## src/rtl/spi_pkg.sv

```systemverilog
// -----------------------------------------------------------------------------
// spi_pkg
// Shared definitions for the SPI byte-stream controller: byte width, byte
// type and the transfer FSM state encoding.
// -----------------------------------------------------------------------------
package spi_pkg;

  localparam int BYTE_W = 8;

  typedef logic [BYTE_W-1:0] byte_t;

  // IDLE      : waiting for a TX byte, RX room and a quiet engine
  // LOAD      : one-cycle ready_send pulse, TX head handed to the engine
  // WAIT_BUSY : waiting for the engine to acknowledge with busy
  // XFER      : engine shifting, waiting for busy to fall
  // CAPTURE   : one-cycle push of the received byte into RX
  typedef enum logic [2:0] {
    IDLE,
    LOAD,
    WAIT_BUSY,
    XFER,
    CAPTURE
  } xfer_state_e;

endpackage

```

## src/rtl/spi_byte_fifo.sv

```systemverilog
// -----------------------------------------------------------------------------
// spi_byte_fifo
// Byte-wide synchronous FIFO with first-word-fall-through read: rd_data always
// shows the entry at the read pointer, so it is valid whenever empty is low.
//
// Ports
//   clk, rst_n : clock, asynchronous active-low reset (pointers only)
//   wr_en      : push wr_data (ignored when full)
//   wr_data    : byte to push
//   rd_en      : pop the head (ignored when empty)
//   rd_data    : current head byte
//   count      : occupancy, 0..DEPTH
//   full       : count == DEPTH
//   empty      : count == 0
// -----------------------------------------------------------------------------
module spi_byte_fifo
  import spi_pkg::*;
#(
  parameter int DEPTH = 8
) (
  input  logic                   clk,
  input  logic                   rst_n,
  input  logic                   wr_en,
  input  logic [BYTE_W-1:0]      wr_data,
  input  logic                   rd_en,
  output logic [BYTE_W-1:0]      rd_data,
  output logic [$clog2(DEPTH):0] count,
  output logic                   full,
  output logic                   empty
);

  localparam int AW = $clog2(DEPTH);

  byte_t       mem [DEPTH];
  logic [AW:0] wr_ptr;
  logic [AW:0] rd_ptr;
  logic        wr_fire;
  logic        rd_fire;

  assign wr_fire = wr_en && !full;
  assign rd_fire = rd_en && !empty;

  // Pointers carry one extra bit so that full and empty stay distinguishable
  // when the address bits are equal.
  // NOTE: sequential state is updated with non-blocking assignments so every
  // register samples the values from before the clock edge.
  always_ff @(posedge clk or negedge rst_n) begin
    if (!rst_n) begin
      wr_ptr <= '0;
      rd_ptr <= '0;
    end else begin
      if (wr_fire) wr_ptr <= wr_ptr + 1'b1;
      if (rd_fire) rd_ptr <= rd_ptr + 1'b1;
    end
  end

  // NOTE: the storage array has no reset; an entry is only ever read after it
  // has been written, and leaving it unreset lets it map onto plain RAM.
  always_ff @(posedge clk) begin
    if (wr_fire) mem[wr_ptr[AW-1:0]] <= wr_data;
  end

  assign rd_data = mem[rd_ptr[AW-1:0]];
  assign count   = wr_ptr - rd_ptr;
  assign full    = (count == (AW + 1)'(DEPTH));
  assign empty   = (count == '0);

endmodule

```

## src/rtl/spi_xfer_ctrl.sv

```systemverilog
// -----------------------------------------------------------------------------
// spi_xfer_ctrl
// Byte-stream front end for the SPI byte engine. Outgoing bytes are queued in
// a TX FIFO and launched one at a time with the engine's ready_send/busy
// handshake; each received byte is queued in an RX FIFO. Only one transfer is
// ever in flight.
//
// Ports
//   clk, rst_n     : clock, asynchronous active-low reset
//   tx_data/valid  : processor byte stream in; tx_ready = TX FIFO not full
//   rx_data/valid  : received byte stream out (FWFT); rx_ready = consumer pop
//   tx_count       : TX FIFO occupancy
//   rx_count       : RX FIFO occupancy
//   idle           : FSM idle and nothing queued for transmit
//   start_err      : sticky, an engine start timed out; clr_err clears it
//   spi_data_in    : byte handed to the engine
//   spi_ready_send : one-cycle start pulse to the engine
//   spi_busy       : engine busy
//   spi_data_out   : byte received by the engine
// -----------------------------------------------------------------------------
module spi_xfer_ctrl
  import spi_pkg::*;
#(
  parameter int DEPTH         = 8,
  parameter int START_TIMEOUT = 4
) (
  input  logic                   clk,
  input  logic                   rst_n,
  input  logic [BYTE_W-1:0]      tx_data,
  input  logic                   tx_valid,
  output logic                   tx_ready,
  output logic [BYTE_W-1:0]      rx_data,
  output logic                   rx_valid,
  input  logic                   rx_ready,
  output logic [$clog2(DEPTH):0] tx_count,
  output logic [$clog2(DEPTH):0] rx_count,
  output logic                   idle,
  output logic                   start_err,
  input  logic                   clr_err,
  output logic [BYTE_W-1:0]      spi_data_in,
  output logic                   spi_ready_send,
  input  logic                   spi_busy,
  input  logic [BYTE_W-1:0]      spi_data_out
);

  localparam int TW = (START_TIMEOUT > 1) ? $clog2(START_TIMEOUT) : 1;

  xfer_state_e   state;
  logic [TW-1:0] tmo_cnt;

  byte_t tx_head;
  logic  tx_full;
  logic  tx_empty;
  logic  tx_rd_en;
  logic  rx_full;
  logic  rx_empty;
  logic  rx_wr_en;

  // ---------------------------------------------------------------------------
  // FIFOs
  // ---------------------------------------------------------------------------
  assign tx_rd_en = (state == LOAD);
  assign rx_wr_en = (state == CAPTURE);

  spi_byte_fifo #(.DEPTH(DEPTH)) u_tx_fifo (
    .clk     (clk),
    .rst_n   (rst_n),
    .wr_en   (tx_valid && tx_ready),
    .wr_data (tx_data),
    .rd_en   (tx_rd_en),
    .rd_data (tx_head),
    .count   (tx_count),
    .full    (tx_full),
    .empty   (tx_empty)
  );

  spi_byte_fifo #(.DEPTH(DEPTH)) u_rx_fifo (
    .clk     (clk),
    .rst_n   (rst_n),
    .wr_en   (rx_wr_en),
    .wr_data (spi_data_out),
    .rd_en   (rx_valid && rx_ready),
    .rd_data (rx_data),
    .count   (rx_count),
    .full    (rx_full),
    .empty   (rx_empty)
  );

  assign tx_ready = !tx_full;
  assign rx_valid = !rx_empty;
  assign idle     = (state == IDLE) && tx_empty;

  // ---------------------------------------------------------------------------
  // Transfer FSM with registered engine outputs
  // ---------------------------------------------------------------------------
  always_ff @(posedge clk or negedge rst_n) begin
    if (!rst_n) begin
      state          <= IDLE;
      spi_ready_send <= 1'b0;
      spi_data_in    <= '0;
      start_err      <= 1'b0;
      tmo_cnt        <= '0;
    end else begin
      // A timeout set later in this block overrides a same-cycle clear.
      if (clr_err) start_err <= 1'b0;

      unique case (state)
        IDLE: begin
          // RX room is checked only here: with one transfer in flight and RX
          // only draining meanwhile, the later CAPTURE push always fits.
          if (!tx_empty && !rx_full && !spi_busy) begin
            // Byte and pulse are registered on entry so that both are
            // presented to the engine during the LOAD cycle itself.
            spi_data_in    <= tx_head;
            spi_ready_send <= 1'b1;
            state          <= LOAD;
          end
        end

        LOAD: begin
          spi_ready_send <= 1'b0;
          tmo_cnt        <= '0;
          state          <= WAIT_BUSY;
        end

        WAIT_BUSY: begin
          if (spi_busy) begin
            state <= XFER;
          end else if (tmo_cnt == TW'(START_TIMEOUT - 1)) begin
            // The byte is dropped; nothing reaches RX.
            start_err <= 1'b1;
            state     <= IDLE;
          end else begin
            tmo_cnt <= tmo_cnt + 1'b1;
          end
        end

        XFER: begin
          if (!spi_busy) state <= CAPTURE;
        end

        CAPTURE: begin
          state <= IDLE;
        end

        default: begin
          state <= IDLE;
        end
      endcase
    end
  end

endmodule

```

## config.mk

```make
export PLATFORM = sky130hd
export DESIGN_NAME = spi_xfer_ctrl
export DESIGN_NICKNAME = d
export VERILOG_FILES = /design/src/rtl/spi_pkg.sv /design/src/rtl/spi_byte_fifo.sv /design/src/rtl/spi_xfer_ctrl.sv
export SDC_FILE = /design/constraint.sdc
export NUM_CORES = 1
export LEC_CHECK = 0
export ABC_CLOCK_PERIOD_IN_PS = 10200
export BUFFER_PORTS_ARGS = -buffer_cell sky130_fd_sc_hd__buf_2
export CORE_ASPECT_RATIO = 1.4
export CORE_UTILIZATION = 40
export DETAILED_ROUTE_END_ITERATION = 12
export GPL_TIMING_DRIVEN = 0
export PLACE_DENSITY_LB_ADDON = 0.12
export SLEW_MARGIN = 20
export SYNTH_ARGS = -nofsm -noshare
export SYNTH_HDL_FRONTEND = slang
export SYNTH_SLANG_ARGS = --single-unit
```

## constraint.sdc

```tcl
create_clock -name clk -period 10.2 [get_ports clk]
set_clock_uncertainty 0.05 [all_clocks]
set_input_delay 0.51 -clock clk [delete_from_list [all_inputs] [get_ports clk]]
set_output_delay 0.51 -clock clk [all_outputs]
set_load 0.02 [all_outputs]
```

# Word level (Yosys, flattened, before mapping)
# Memory sizes are Yosys's and may differ from the RTL's. A register that Yosys moved wholly into a read port is not among the register bits.
# Index checks and enable logic that the tools add are counted.
[op_classes]
n_reduce_logical = 24
muxes = 18
n_eq_ne = 12
add_sub_neg = 7
[ops]
columns = ["operator", "count"]
rows = [
  ["adder 4 x 1 -> 4 bit (second input constant)", 4],
  ["two-way mux 3 bit", 4],
  ["one-hot mux 3 bit (4 select lines)", 1],
  ["logical AND 1 bit", 9],
  ["two-way mux 1 bit", 9],
  ["== test 4 bit (second input constant)", 2],
  ["logical NOT 4 bit", 2],
  ["subtractor 4 bit", 2],
  ["== test 3 x 2 -> 1 bit (second input constant)", 2],
  ["logical NOT 1 bit", 6],
  ["!= test 2 bit (second input constant)", 3],
  ["AND reduction 3 bit", 2],
  ["two-way mux 2 bit", 2],
  ["one-hot mux 2 bit (2 select lines)", 1],
  ["AND reduction 2 bit", 2],
  ["nonzero test 2 bit", 2],
  ["== test 3 x 1 -> 1 bit (second input constant)", 1],
  ["== test 3 bit (second input constant)", 1],
  ["logical NOT 3 bit", 1],
  ["!= test 3 bit (second input constant)", 1],
  ["adder 2 x 1 -> 2 bit (second input constant)", 1],
  ["== test 2 bit (second input constant)", 1],
  ["!= test 2 x 1 -> 1 bit (second input constant)", 1],
  ["one-hot mux 1 bit (2 select lines)", 1],
]
[word_totals]
inputBits = 22
reg_bits = 23
memories = 2
elab_cells = 71
ramBits = 128
[mem_list]
columns = ["memory", "depth", "width", "rd", "rd_ports_with_merged_regs", "wr", "line_no", "text"]
rows = [
  ["u_rx_fifo.mem", 8, 8, 1, 0, 1, "spi_byte_fifo.sv:34", "byte_t mem [DEPTH];"],
  ["u_tx_fifo.mem", 8, 8, 1, 1, 1, "spi_byte_fifo.sv:34", ""],
]

# Logic depth before layout (Yosys ltp)
[depth]
depth_word = 7
ltp_mapped = 10
ltp_nobuf = 9

# Modules after synthesis
# Synthesis repeated with hierarchy kept, for this count alone.
[unflattened]
cells_unflattened = 404
hier_area_um2 = 6755.2
[modules_own_cells]
columns = ["module", "area_per_inst_um2", "cells_per_inst", "instances"]
rows = [
  ["spi_byte_fifo at u_rx_fifo", 3030.4, 173, 1],
  ["spi_byte_fifo at u_tx_fifo", 3004.1, 175, 1],
  ["spi_xfer_ctrl", 720.7, 56, 1],
]

# Worst setup path before layout
# OpenSTA, ideal clock, no wires.
[synth_path]
path_type = "flip-flop to flip-flop"
startpoint = "register u_rx_fifo.rd_ptr[1]"
endpoint = "memory u_rx_fifo.mem[2][0] (netlist name), enable pin"
path_buffers = 2
setup_slack_ps = 6453
arrival_time_ps = 3299
path_stages_with_launch = 10
setup_ps = 398
path_cell_list = "dfrtp_1 clkbuf_1 buf_2 inv_1 fa_1 xor2_1 nor3_2 nand3_1 nand2_2 nor4b_1"
[synth_between]
elab_chain_len = 6
[synth_lines]
columns = ["element", "line_no", "text"]
rows = [
  ["start, declared", "spi_byte_fifo.sv:36", "logic [AW:0] rd_ptr;"],
  ["start signal, assigned", "spi_byte_fifo.sv:53", "if (rd_fire) rd_ptr <= rd_ptr + 1'b1;"],
  ["subtractor 4 bit", "spi_byte_fifo.sv:64", "assign count = wr_ptr - rd_ptr;"],
  ["named net rx_count[2]", "spi_xfer_ctrl.sv:36", "output logic [$clog2(DEPTH):0] rx_count,"],
  ["== test 4 bit", "spi_byte_fifo.sv:65", "assign full = (count == (AW + 1)'(DEPTH));"],
  ["logical NOT 1 bit", "spi_byte_fifo.sv:40", "assign wr_fire = wr_en && !full;"],
  ["logical AND 1 bit", "spi_byte_fifo.sv:40", ""],
  ["two-way mux 1 bit", "spi_byte_fifo.sv:60", "if (wr_fire) mem[wr_ptr[AW-1:0]] <= wr_data;"],
  ["two-way mux 1 bit (not written as such)", "spi_byte_fifo.sv:60", ""],
  ["end, declared", "spi_byte_fifo.sv:34", ""],
]
# The timed path passes the listed nets, and every way through them passes these cells.

# Final worst setup path
[layout_path]
startpoint = "register u_rx_fifo.rd_ptr[1]"
endpoint = "memory u_rx_fifo.mem[0][2] (netlist name), enable pin"
[layout_between]
elab_chain_len = 6
[layout_lines]
columns = ["element", "line_no"]
rows = [
  ["subtractor 4 bit", "spi_byte_fifo.sv:64"],
  ["== test 4 bit", "spi_byte_fifo.sv:65"],
  ["logical NOT 1 bit", "spi_byte_fifo.sv:40"],
  ["logical AND 1 bit", "spi_byte_fifo.sv:40"],
  ["two-way mux 1 bit", "spi_byte_fifo.sv:60"],
  ["two-way mux 1 bit (not written as such)", "spi_byte_fifo.sv:60"],
]
# No other way between the ends.

==> results.json <==
{
  "synthCells": 394,
  "worstPathArrival_ns": 3.91,
  "fmax_mhz": 261,
  "pwr-share-comb_pct": 39.5,
  "synth_area_leaders": "edfxtp_1, dfrtp_1, mux4_2",
  "area_delta_synth_final_pct": 17.9,
  "rr_worst_depth": 10,
  "ctsResizeCount": 0,
  "die_area_mm2": 0.0171,
  "ioPinCount": 51,
  "ys_warn_count": 0,
  "ys_types": 50,
  "fillerInstances": 1421,
  "min_path_type": "input port to asynchronous set/reset pin",
  "ir_worst_vdd_mv": 0.140,
  "setup_violations": 0,
  "die-width_um": 111,
  "intPower_mw": 1.56,
  "via_count": 3469,
  "layout-drive-gt1-share_pct": 32.3,
  "outcome": "completed",
  "h-tree-depth": 4,
  "antenna_found_initial": 0,
  "synth_area_leader_cell": "edfxtp_1",
  "switchingPower_mw": 0.866,
  "avgSynthCellArea_um2": 16.8,
  "grt_pass1_wl_mm": 20.3,
  "p_seq_share_pct": 35.4,
  "max-slew-margin-rel_pct": 45.3,
  "slew_violations": 0,
  "maxCapViolations": 0,
  "clk_latency_ns": 0.42,
  "p_per_area_mw_per_mm2": 310,
  "wire_per_inst_um": 18.4,
  "nets": 506,
  "hold_slack_ns": 0.110,
  "drt_iter0_drc": 124,
  "grt_max_degree": 32,
  "antenna_cells": 0,
  "synth_nets": 429,
  "hold_violations": 0,
  "path_class": "flip-flop to flip-flop",
  "grt_pass1_vias": 3754,
  "cts.clk_slew.worst_paths_ns": 0.06,
  "swShare_pct": 35.7,
  "grt_usage_pct": 16.1,
  "start_util_pct": 41.0,
  "syn_area_mm2": 0.00663,
  "core_mm2": 0.0162,
  "finalCriticalPeriod_ns": 3.83,
  "portBuffers": 50,
  "start_kind": "flip-flop",
  "hold_buffers": 0,
  "ys_seq_area_share_pct": 69.7,
  "die_h_um": 154,
  "synth_edf_count": 128,
  "ant_nets": 0,
  "grt.overflow.total": 0,
  "clockRootBuffer": "clkbuf_16",
  "cellLeakagePower_nw": 2.85,
  "cp.required_ns": 10.27,
  "cts_tree": "built",
  "postCtsSetupRepairBufs": 0,
  "timing.final.crit_share_pct": 37.6,
  "multi_input_area_mm2": 0.00194,
  "rrSetupSlack_ns": 6.37,
  "endpoint_kind": "flip-flop",
  "clkSinkCount": 159,
  "wl_mm": 12.5,
  "synthArstFlopShare_pct": 19.5,
  "vias_per_cell": 5.09,
  "synth_top_area_share_pct": 58.0,
  "gp_congestion": 0.691,
  "dp_hpwl_mm": 8.88,
  "finalSetupTns_ns": 0,
  "clkPwrFrac_pct": 25.1,
  "tightest_slew_ns": 0.816,
  "cp_max_fo": 10,
  "synth-seq-cells": 159,
  "drc": 0,
  "rsz0062_at_grt": "no",
  "dr.pass1.iters": 5,
  "ff_latch_area_mm2": 0.00462,
  "clk_path_buf_depth": 2,
  "rows": 55,
  "synth_flop_cell": "edfxtp_1",
  "numCtsBuffers": 17
}
sequential cells by signal, summed over array words and instances (netlist names):
signal,flops
spi_data_in,8
spi_ready_send,1
start_err,1
state,3
tmo_cnt,2
u_rx_fifo.mem,64
u_rx_fifo.rd_ptr,4
u_rx_fifo.wr_ptr,4
u_tx_fifo.mem,64
u_tx_fifo.rd_ptr,4
u_tx_fifo.wr_ptr,4
Yosys cell counts, types with 2 or more instances:
library cell / number
a21oi_1: 4
mux2_2: 10
edfxtp_1: 128
dfrtp_1: 31
nor2b_1: 3
clkbuf_1: 9
o21ai_0: 5
nor3b_1: 5
nor4_1: 5
nand3_1: 7
buf_2: 4
inv_1: 13
nand3b_1: 2
o211ai_1: 2
fa_1: 2
xnor2_1: 12
xor2_1: 4
buf_6: 2
ha_1: 11
nor3_1: 9
nand2_1: 57
and3_1: 2
nor2_1: 8
clkinv_1: 2
mux4_2: 32
routing by layer:
metal | up-vias | GRT usage (%) | wire, um
met4 | 0 | 6.86 | 220
met1 | 1754 | 17.5 | 4920
met3 | 15 | 3.88 | 338
met5 | - | 0 | 0
li1 | 1652 | - | -
met2 | 48 | 29.7 | 7050
worst max-delay path: stages (launching register included):
cell,delay [ns]
dfrtp_1,0.35
clkbuf_1,0.51
buf_2,0.39
inv_1,0.13
fa_1,0.44
xor2_1,0.20
nor3_2,0.07
nand3_1,0.28
nand2_2,0.25
nor4_2,0.54
buf_2,0.31
cell families (layout without fill, tap and decap cells):
family	after synthesis	count (layout)	share of synthesized area, %
xor gates and xnor gates	16	16	2.11
buffers and inverters	32	121	2.17
adders and majority gates	13	13	2.68
AOI/OAI and AO/OA	19	19	2.08
and+or+nand+nor	111	111	8.34
muxes	44	44	13.0
DFF	159	159	69.7
layout by cell type (no fill, tap or decap), drive strengths merged, types with 11 or more instances in the layout:
cell type,count
clkbuf,26
inv,15
buf,66
mux4,32
dfrtp,31
xnor2,12
mux2,12
ha,11
edfxtp,128
nand2,58
power groups by stage:
stage | logic (mW) | clock network [mW] | registers, mW
2_1_floorplan | 0.698 | 0 | 0.883
3_3_place_gp | 0.954 | 0 | 0.870
3_5_place_dp | 0.982 | 0 | 0.874
4_1_cts | 0.985 | 0.624 | 0.862
5_1_grt | 1.06 | 0.650 | 0.872
6_report | 0.959 | 0.608 | 0.860
path summary, 6_finish.rpt:
path | from | to
worst max-delay path | u_rx_fifo.rd_ptr[1] | u_rx_fifo.mem[0][2]
worst min-delay path | rst_n | start_err
worst max register to register | u_rx_fifo.rd_ptr[1] | u_rx_fifo.mem[0][2]
worst min register to register | u_tx_fifo.wr_ptr[3] | u_tx_fifo.wr_ptr[3]
max in group asynchronous | rst_n | u_rx_fifo.rd_ptr[3]
min in group clk | clr_err | start_err
cell type report:
| cell class | count | area share (%) |
|---|---|---|
| flip-flops and latches | 159 | 59.1 |
| clock buffers | 17 | 5.44 |
| plain buffers | 17 | 1.12 |
| well taps | 199 | 3.19 |
| inverters | 15 | 0.720 |
| clock inverters | 14 | 1.81 |
| multi-input cells | 203 | 24.8 |
| repair buffers | 58 | 3.81 |
metrics by stage:
stage / instances / instance area, um^2 / setup slack (ns) / total power [mW] / utilization (%)
global placement: 643 / 7130 / 5.35 / 1.82 / 44.1
global route: 682 / 7820 / 5.97 / 2.58 / 48.3
detailed placement: 651 / 7250 / 6.23 / 1.86 / 44.8
finish: 682 / 7820 / 6.37 / 2.43 / 48.3
CTS: 682 / 7820 / 6.23 / 2.47 / 48.3
floorplan: 394 / 6630 / 6.45 / 1.58 / -
No activity file was read; power rests on OpenSTA's default activity.
